**config.mk**
```make
export PLATFORM = sky130hd
export DESIGN_NAME = dm_store_unit
export DESIGN_NICKNAME = d
export VERILOG_FILES = /design/src/rtl/dm_store_pkg.sv /design/src/rtl/dm_store_unit_byte_merge.sv /design/src/rtl/dm_store_unit.sv
export SDC_FILE = /design/constraint.sdc
export NUM_CORES = 1
export LEC_CHECK = 0
export BUFFER_PORTS_ARGS = -buffer_cell sky130_fd_sc_hd__buf_4
export CAP_MARGIN = 10
export CORE_ASPECT_RATIO = 0.8
export CORE_MARGIN = 5
export CORE_UTILIZATION = 49
export DETAILED_ROUTE_END_ITERATION = 6
export HOLD_SLACK_MARGIN = 0.03
export PLACE_DENSITY = 0.95
export SLEW_MARGIN = 5
export SYNTH_ARGS = -nofsm -noshare
export SYNTH_HDL_FRONTEND = slang
export SYNTH_HIERARCHICAL = 1
export SYNTH_SLANG_ARGS = --single-unit
```
**constraint.sdc**
```tcl
create_clock -name clk -period 4.4 [get_ports clk]
set_input_delay 0 -clock clk [delete_from_list [all_inputs] [get_ports clk]]
set_output_delay 0 -clock clk [all_outputs]
set_load 0.02 [all_outputs]
```
**src/rtl/dm_store_pkg.sv**
```systemverilog
// rtl/dm_store_pkg.sv - shared opcodes, state encoding and lane constants for the store unit
package dm_store_pkg;

    localparam logic [5:0] OP_SW  = 6'h2b;
    localparam logic [5:0] OP_SB  = 6'h28;
    localparam int         LANE_W = 8;

    typedef enum logic {
        ST_IDLE  = 1'b0,
        ST_MERGE = 1'b1
    } state_t;

endpackage

```
**src/rtl/dm_store_unit_byte_merge.sv**
```systemverilog
// rtl/dm_store_unit_byte_merge.sv - replaces one little-endian byte lane of a word
module byte_merge
    import dm_store_pkg::*;
(
    input  logic [31:0]       word,
    input  logic [1:0]        lane,
    input  logic [LANE_W-1:0] data_byte,
    output logic [31:0]       merged
);

    // Copy the word and overwrite only the addressed lane; lane n occupies bits 8n+7:8n
    always_comb begin
        merged = word;
        merged[{lane, 3'b000} +: LANE_W] = data_byte;
    end

endmodule

```
**src/rtl/dm_store_unit.sv**
```systemverilog
// rtl/dm_store_unit.sv - MEM-stage store path: single-cycle sw, two-cycle read-modify-write sb
module dm_store_unit
    import dm_store_pkg::*;
#(
    parameter int DW = 32,
    parameter int AW = 10,
    parameter int CW = 16
) (
    input  logic          clk,
    input  logic          rst_n,
    input  logic          req_valid,
    input  logic [5:0]    op,
    input  logic [31:0]   addr,
    input  logic [DW-1:0] wdata,
    input  logic [DW-1:0] mem_rdata,
    output logic [AW-1:0] mem_addr,
    output logic          mem_we,
    output logic [DW-1:0] mem_wdata,
    output logic          stall,
    output logic          done,
    output logic          misalign,
    output logic [CW-1:0] store_cnt
);

    state_t            state;
    logic [1:0]        lane_q;
    logic [LANE_W-1:0] byte_q;
    logic [AW-1:0]     waddr_q;
    logic [CW-1:0]     cnt_q;

    logic              is_sw;
    logic              is_sb;
    logic              aligned;
    logic [31:0]       merged;

    // Address bits above the memory window are intentionally ignored
    logic              unused_addr_hi;
    assign unused_addr_hi = ^addr[31:AW+2];

    assign is_sw   = req_valid && (op == OP_SW);
    assign is_sb   = req_valid && (op == OP_SB);
    assign aligned = (addr[1:0] == 2'b00);

    byte_merge u_merge (
        .word      (mem_rdata),
        .lane      (lane_q),
        .data_byte (byte_q),
        .merged    (merged)
    );

    // Memory strobes and pipeline handshakes; everything is held at zero while in reset
    always_comb begin
        mem_addr  = '0;
        mem_we    = 1'b0;
        mem_wdata = '0;
        stall     = 1'b0;
        done      = 1'b0;
        misalign  = 1'b0;
        if (rst_n) begin
            if (state == ST_MERGE) begin
                mem_addr  = waddr_q;
                mem_we    = 1'b1;
                mem_wdata = merged;
                done      = 1'b1;
            end else begin
                mem_addr = addr[AW+1:2];
                if (is_sw) begin
                    if (aligned) begin
                        mem_we    = 1'b1;
                        mem_wdata = wdata;
                        done      = 1'b1;
                    end else begin
                        misalign = 1'b1;
                    end
                end else if (is_sb) begin
                    stall = 1'b1;
                end
            end
        end
    end

    // Sequencer: an sb spends its first cycle reading the word, then merges and writes it back
    always_ff @(posedge clk or negedge rst_n) begin
        if (!rst_n) begin
            state   <= ST_IDLE;
            lane_q  <= '0;
            byte_q  <= '0;
            waddr_q <= '0;
        end else begin
            case (state)
                ST_IDLE: begin
                    if (is_sb) begin
                        lane_q  <= addr[1:0];
                        byte_q  <= wdata[LANE_W-1:0];
                        waddr_q <= addr[AW+1:2];
                        state   <= ST_MERGE;
                    end
                end
                ST_MERGE: state <= ST_IDLE;
                default:  state <= ST_IDLE;
            endcase
        end
    end

    // Retired-store counter, wraps naturally at its width
    always_ff @(posedge clk or negedge rst_n) begin
        if (!rst_n) begin
            cnt_q <= '0;
        end else if (done) begin
            cnt_q <= cnt_q + CW'(1);
        end
    end

    assign store_cnt = cnt_q;

endmodule

```
# ---- Yosys cells after proc, flatten, opt, wreduce, memory -nomap -nowiden
# Index checks and enable logic that the tools add are counted.
dict set report word_totals {
  ff_bits 37
  inputBits 105
  output_inout_bits 62
  wordCells 36
}
dict set report op_classes {
  addsub 2
  eq_ne 2
  n_shift 2
  muxes 20
  bitwise 1
  reduce_logical 4
}
# cell n
set ops {}
lappend ops {{$mux 32} 4}
lappend ops {{$bwmux 32} 1}
lappend ops {{$shift 8x7->32 const A} 1}
lappend ops {{$shiftx 8x7->32} 1}
lappend ops {{$mux 10} 2}
lappend ops {{$add 16x1->16 const B} 1}
lappend ops {{$eq 6x6->1 const B} 2}
lappend ops {{$mux 1} 12}
lappend ops {{$neg 5->7} 1}
lappend ops {{$logic_and 1x1->1} 2}
lappend ops {{$logic_not 2->1} 1}
lappend ops {{$pmux 1 s2} 1}
lappend ops {{$reduce_and 2->1} 1}
lappend ops {{$not 1->1} 1}

# ---- Longest topological paths before layout
dict set report depth {
  depth_word 6
  mapped_depth 8
  mapped_depth_nobuf 6
}

# ---- Cells and area by module
# Netlist, hierarchy kept.
# module n_inst cells_each area_per_inst_um2 seq_area_each_um2
set by_module_without_submodules {}
lappend by_module_without_submodules {dm_store_unit 1 220 2336.0 925.9}
lappend by_module_without_submodules {byte_merge 1 103 636.9 0.0}

# ---- Worst setup path before layout
# No wires, ideal clock.
dict set report synth_path {
  path_kind {reg-to-output}
  start {register lane_q[0]}
  end {output mem_wdata[30]}
  arrival_time_ns 2.095
  slack_ns 2.305
  path_stages_with_launch 9
  cell_sequence {dfrtp_1 -> inv_1 -> ha_1 -> buf_6 -> or4b_4 -> buf_6 -> o22ai_2 -> mux2i_1 -> nor2_1}
}
dict set report synth_between {
  elab_chain_len 5
}
# item line_no
set synth_lines {}
lappend synth_lines {{start, declared} dm_store_unit.sv:26} ;# logic [1:0] lane_q;
lappend synth_lines {{start signal, assigned} dm_store_unit.sv:93} ;# lane_q <= addr[1:0];
lappend synth_lines {{$neg 5->7 *} dm_store_unit_byte_merge.sv:14} ;# merged[{lane, 3'b000} +: LANE_W] = data_byte;
lappend synth_lines {{$shiftx 8x7->32 or $shift 8x7->32 (tied branches)} dm_store_unit_byte_merge.sv:14}
lappend synth_lines {{$bwmux 32 *} dm_store_unit_byte_merge.sv:14}
lappend synth_lines {{via merged[30]} dm_store_unit.sv:34} ;# logic [31:0] merged;
lappend synth_lines {{$mux 32 *} dm_store_unit.sv:60} ;# if (state == ST_MERGE) begin
lappend synth_lines {{$mux 32 *} dm_store_unit.sv:59} ;# if (rst_n) begin
lappend synth_lines {{end, declared} dm_store_unit.sv:18} ;# output logic [DW-1:0] mem_wdata,
# The timed path passes the listed nets; every way through them passes the cells marked *.

# ---- Final worst setup path
dict set report layout_path {
  start {register lane_q[0]}
  end {output mem_wdata[16]}
}
# The elaborated chain is that of the path after synthesis.

==> run metrics <==
Critical Path Sink Type=primary output; drt first pass iters=5; Tmin final=2560 ps; Yosys Warn Count=6; global-route wire length before repair=14.8 mm; number of global-route vias before repair=2,955; Reg2Reg Setup Slack=2340 ps; setup TNS=0 ps; WL/cell=17.0 um; Detailed Place HPWL=6.81 mm; Leak=2.11 nW; initial antenna violation count=0; final core area utilization=73.3%; area grow syn2layout=45.7%; share of the synthesized area in the top cell type=31.1%; clk buf depth=2; CTS tree=built; H-tree levels=2; Netlist cell types=35; Skew-Pair Late Insertion Delay=290 ps; largest net degree at the start of global routing=54; Vias/cell=5.37; kind of critical path=reg2out; ant diodes=0; Slew Limit Headroom=50.6%; total CTS buffers=5; Sink Count=37; Max Fclk=390 MHz; Overall Power=0.902 mW; max-slew violations=0; Avg Cell Area, Syn=9.20 um2; max cap viols=0; root buffer cell=clkbuf_8; row cnt=25; RR Endpoint=waddr_q[3]; Critical Path Source Type=register; synthesized flop and latch total=37; Die H=79.7 um; layout cells sized above 1=40.3%; Final GP Congestion=0.864; GRT Overall Usage=23.5%; PD cells=208 nW/um2; postcts setup bufs=0; Synth Net Count=434; final hold vios=0; total grt overflow=0; Primary FF master, synth=dfrtp_1; worst hold path class=in2async; PortBufs=146; Routed Antenna Nets=0; CP max FO=11; Post-Syn Instances=323; residual DRC count=0; R2R Path Start=state; Core Footprint=5910 um2; initial core utilization=50.3%; sequential element share of the synthesized area=31.1%; asr flop ratio synth=100%; Critical Path AT=2560 ps; Netlist Area Pre-Place=2970 um2; Final Setup Violations=0; Reg clk slew, reported paths=70 ps; RSZ-0062 raised after global routing=false; Top Ports=167; final wirelength=9.40 mm; DIE AREA=7730 um2; Synth area leader=dfrtp_1; outcome=completed; nets@finish=582; Tcrit/Tclk final=58.3%; Tightest Pin Transition=742 ps; vias=2,969; Die X=97.1 um; maximum vdd drop=208 uV; Final Skew=4.44 ps; top post-synthesis cells by area=dfrtp_1 31%, mux2i_1 14%, mux2_4 9.1%; Starting DRT DRC Count=150; EDFF count, synth=0; Register-to-Register Path Depth=3; Crit path required time=4400 ps
==> layout make-up <==
type	instances	area, um2
clock inverters	2	10.0
multi-input cells	227	1760
clock buffers	6	72.6
well taps	81	101
repair buffers	169	1340
fillers	419	1580
flip-flops and latches	37	927
inverters	31	116
==> through the flow <==
step           hold slack, ps  std cells  area, um2  worst slack, ps
3_5_place_dp             47.3        523       4010             2060
3_3_place_gp             34.3        523       4010             2180
5_1_grt                   298        553       4330             1670
4_1_cts                   266        552       4310             1620
2_1_floorplan            -296        323       2970             2300
6_report                  239        553       4330             1840
==> sequential cells by signal (all words and copies together) (netlist names) <==
register and flops:
store_cnt 16, state 1, waddr_q 10, byte_q 8
lane_q 2
==> per-layer routing <==
| layer | up-vias | GRT usage [%] | routed length (um) | part of all wire [%] |
|---|---|---|---|---|
| li1 | 1415 | - | - | - |
| met1 | 1415 | 28.8 | 3740 | 40 |
| met2 | 125 | 41.3 | 4820 | 51 |
| met3 | 14 | 6.29 | 681 | 7.2 |
| met4 | 0 | 6.03 | 155 | 1.6 |
| met5 | - | 0 | 0 | 0 |
==> repair_timing <==
| action | in CTS | in global routing |
|---|---|---|
| resized for setup | 0 | 0 |
| endpoints found under the hold margin | 57 | 0 |
| hold buffers | 21 | 0 |
==> how the worst max path moves through the flow <==
stage	endpoint	from	slack, ps	depth (start not counted)
after floorplan	mem_wdata[30]	lane_q[0]	2300	8
after detailed placement	store_cnt[1]	addr[1]	2060	5
after CTS	mem_wdata[28]	addr[1]	1620	7
final	mem_wdata[16]	lane_q[0]	1840	7
after global placement	store_cnt[1]	addr[1]	2180	5
after global routing	mem_wdata[23]	lane_q[0]	1670	7
==> cell usage in the layout, fill, tap and decap left out, types with 2 or more instances in the layout <==
| cell | n |
|---|---|
| dlygate4sd3_1 | 21 |
| dfrtp_1 | 36 |
| nand4_1 | 14 |
| nor3_1 | 3 |
| nand3_1 | 12 |
| mux2_4 | 18 |
| ha_1 | 6 |
| a22o_1 | 8 |
| mux2_2 | 3 |
| nand2_1 | 19 |
| nor2_1 | 45 |
| mux2i_1 | 42 |
| and3_1 | 4 |
| buf_4 | 147 |
| o22ai_1 | 16 |
| clkinv_2 | 2 |
| inv_1 | 31 |
| o22ai_2 | 8 |
| clkbuf_8 | 5 |
| and2_1 | 2 |
| xnor2_1 | 15 |
==> cells by family (layout without fill, tap and decap cells) <==
kind of cell	Yosys count	in the layout	share of synthesized area (%)
simple gates	109	109	18.3
buf+inv	59	208	9.51
mux	63	63	24.4
xor+xnor	15	15	4.42
compound gates	34	34	9.68
flops	37	37	31.1
fa+ha+maj	6	6	2.53
==> power breakdown <==
part	switching [mW]	total (mW)	internal, mW
clock	0.120	0.230	0.110
combinational	0.117	0.271	0.154
sequential	0.0343	0.401	0.367
==> synthesized netlist by cell type (4+ instances only) <==
cell	number
nand3_1	12
dfrtp_1	37
nor2_1	45
and3_1	4
nand2_1	19
nand4_1	14
o22ai_2	8
mux2_4	18
o22ai_1	16
mux2i_1	42
ha_1	6
xnor2_1	15
clkbuf_1	17
inv_1	31
a22o_1	8
==> critical path: stages, from the launching register on <==
cell	delay, ps
dfrtp_1	480
inv_1	120
ha_1	470
or4b_1	630
o22ai_1	180
mux2i_1	100
nor2_1	140
buf_4	160
(Power assumes the default switching activity.)
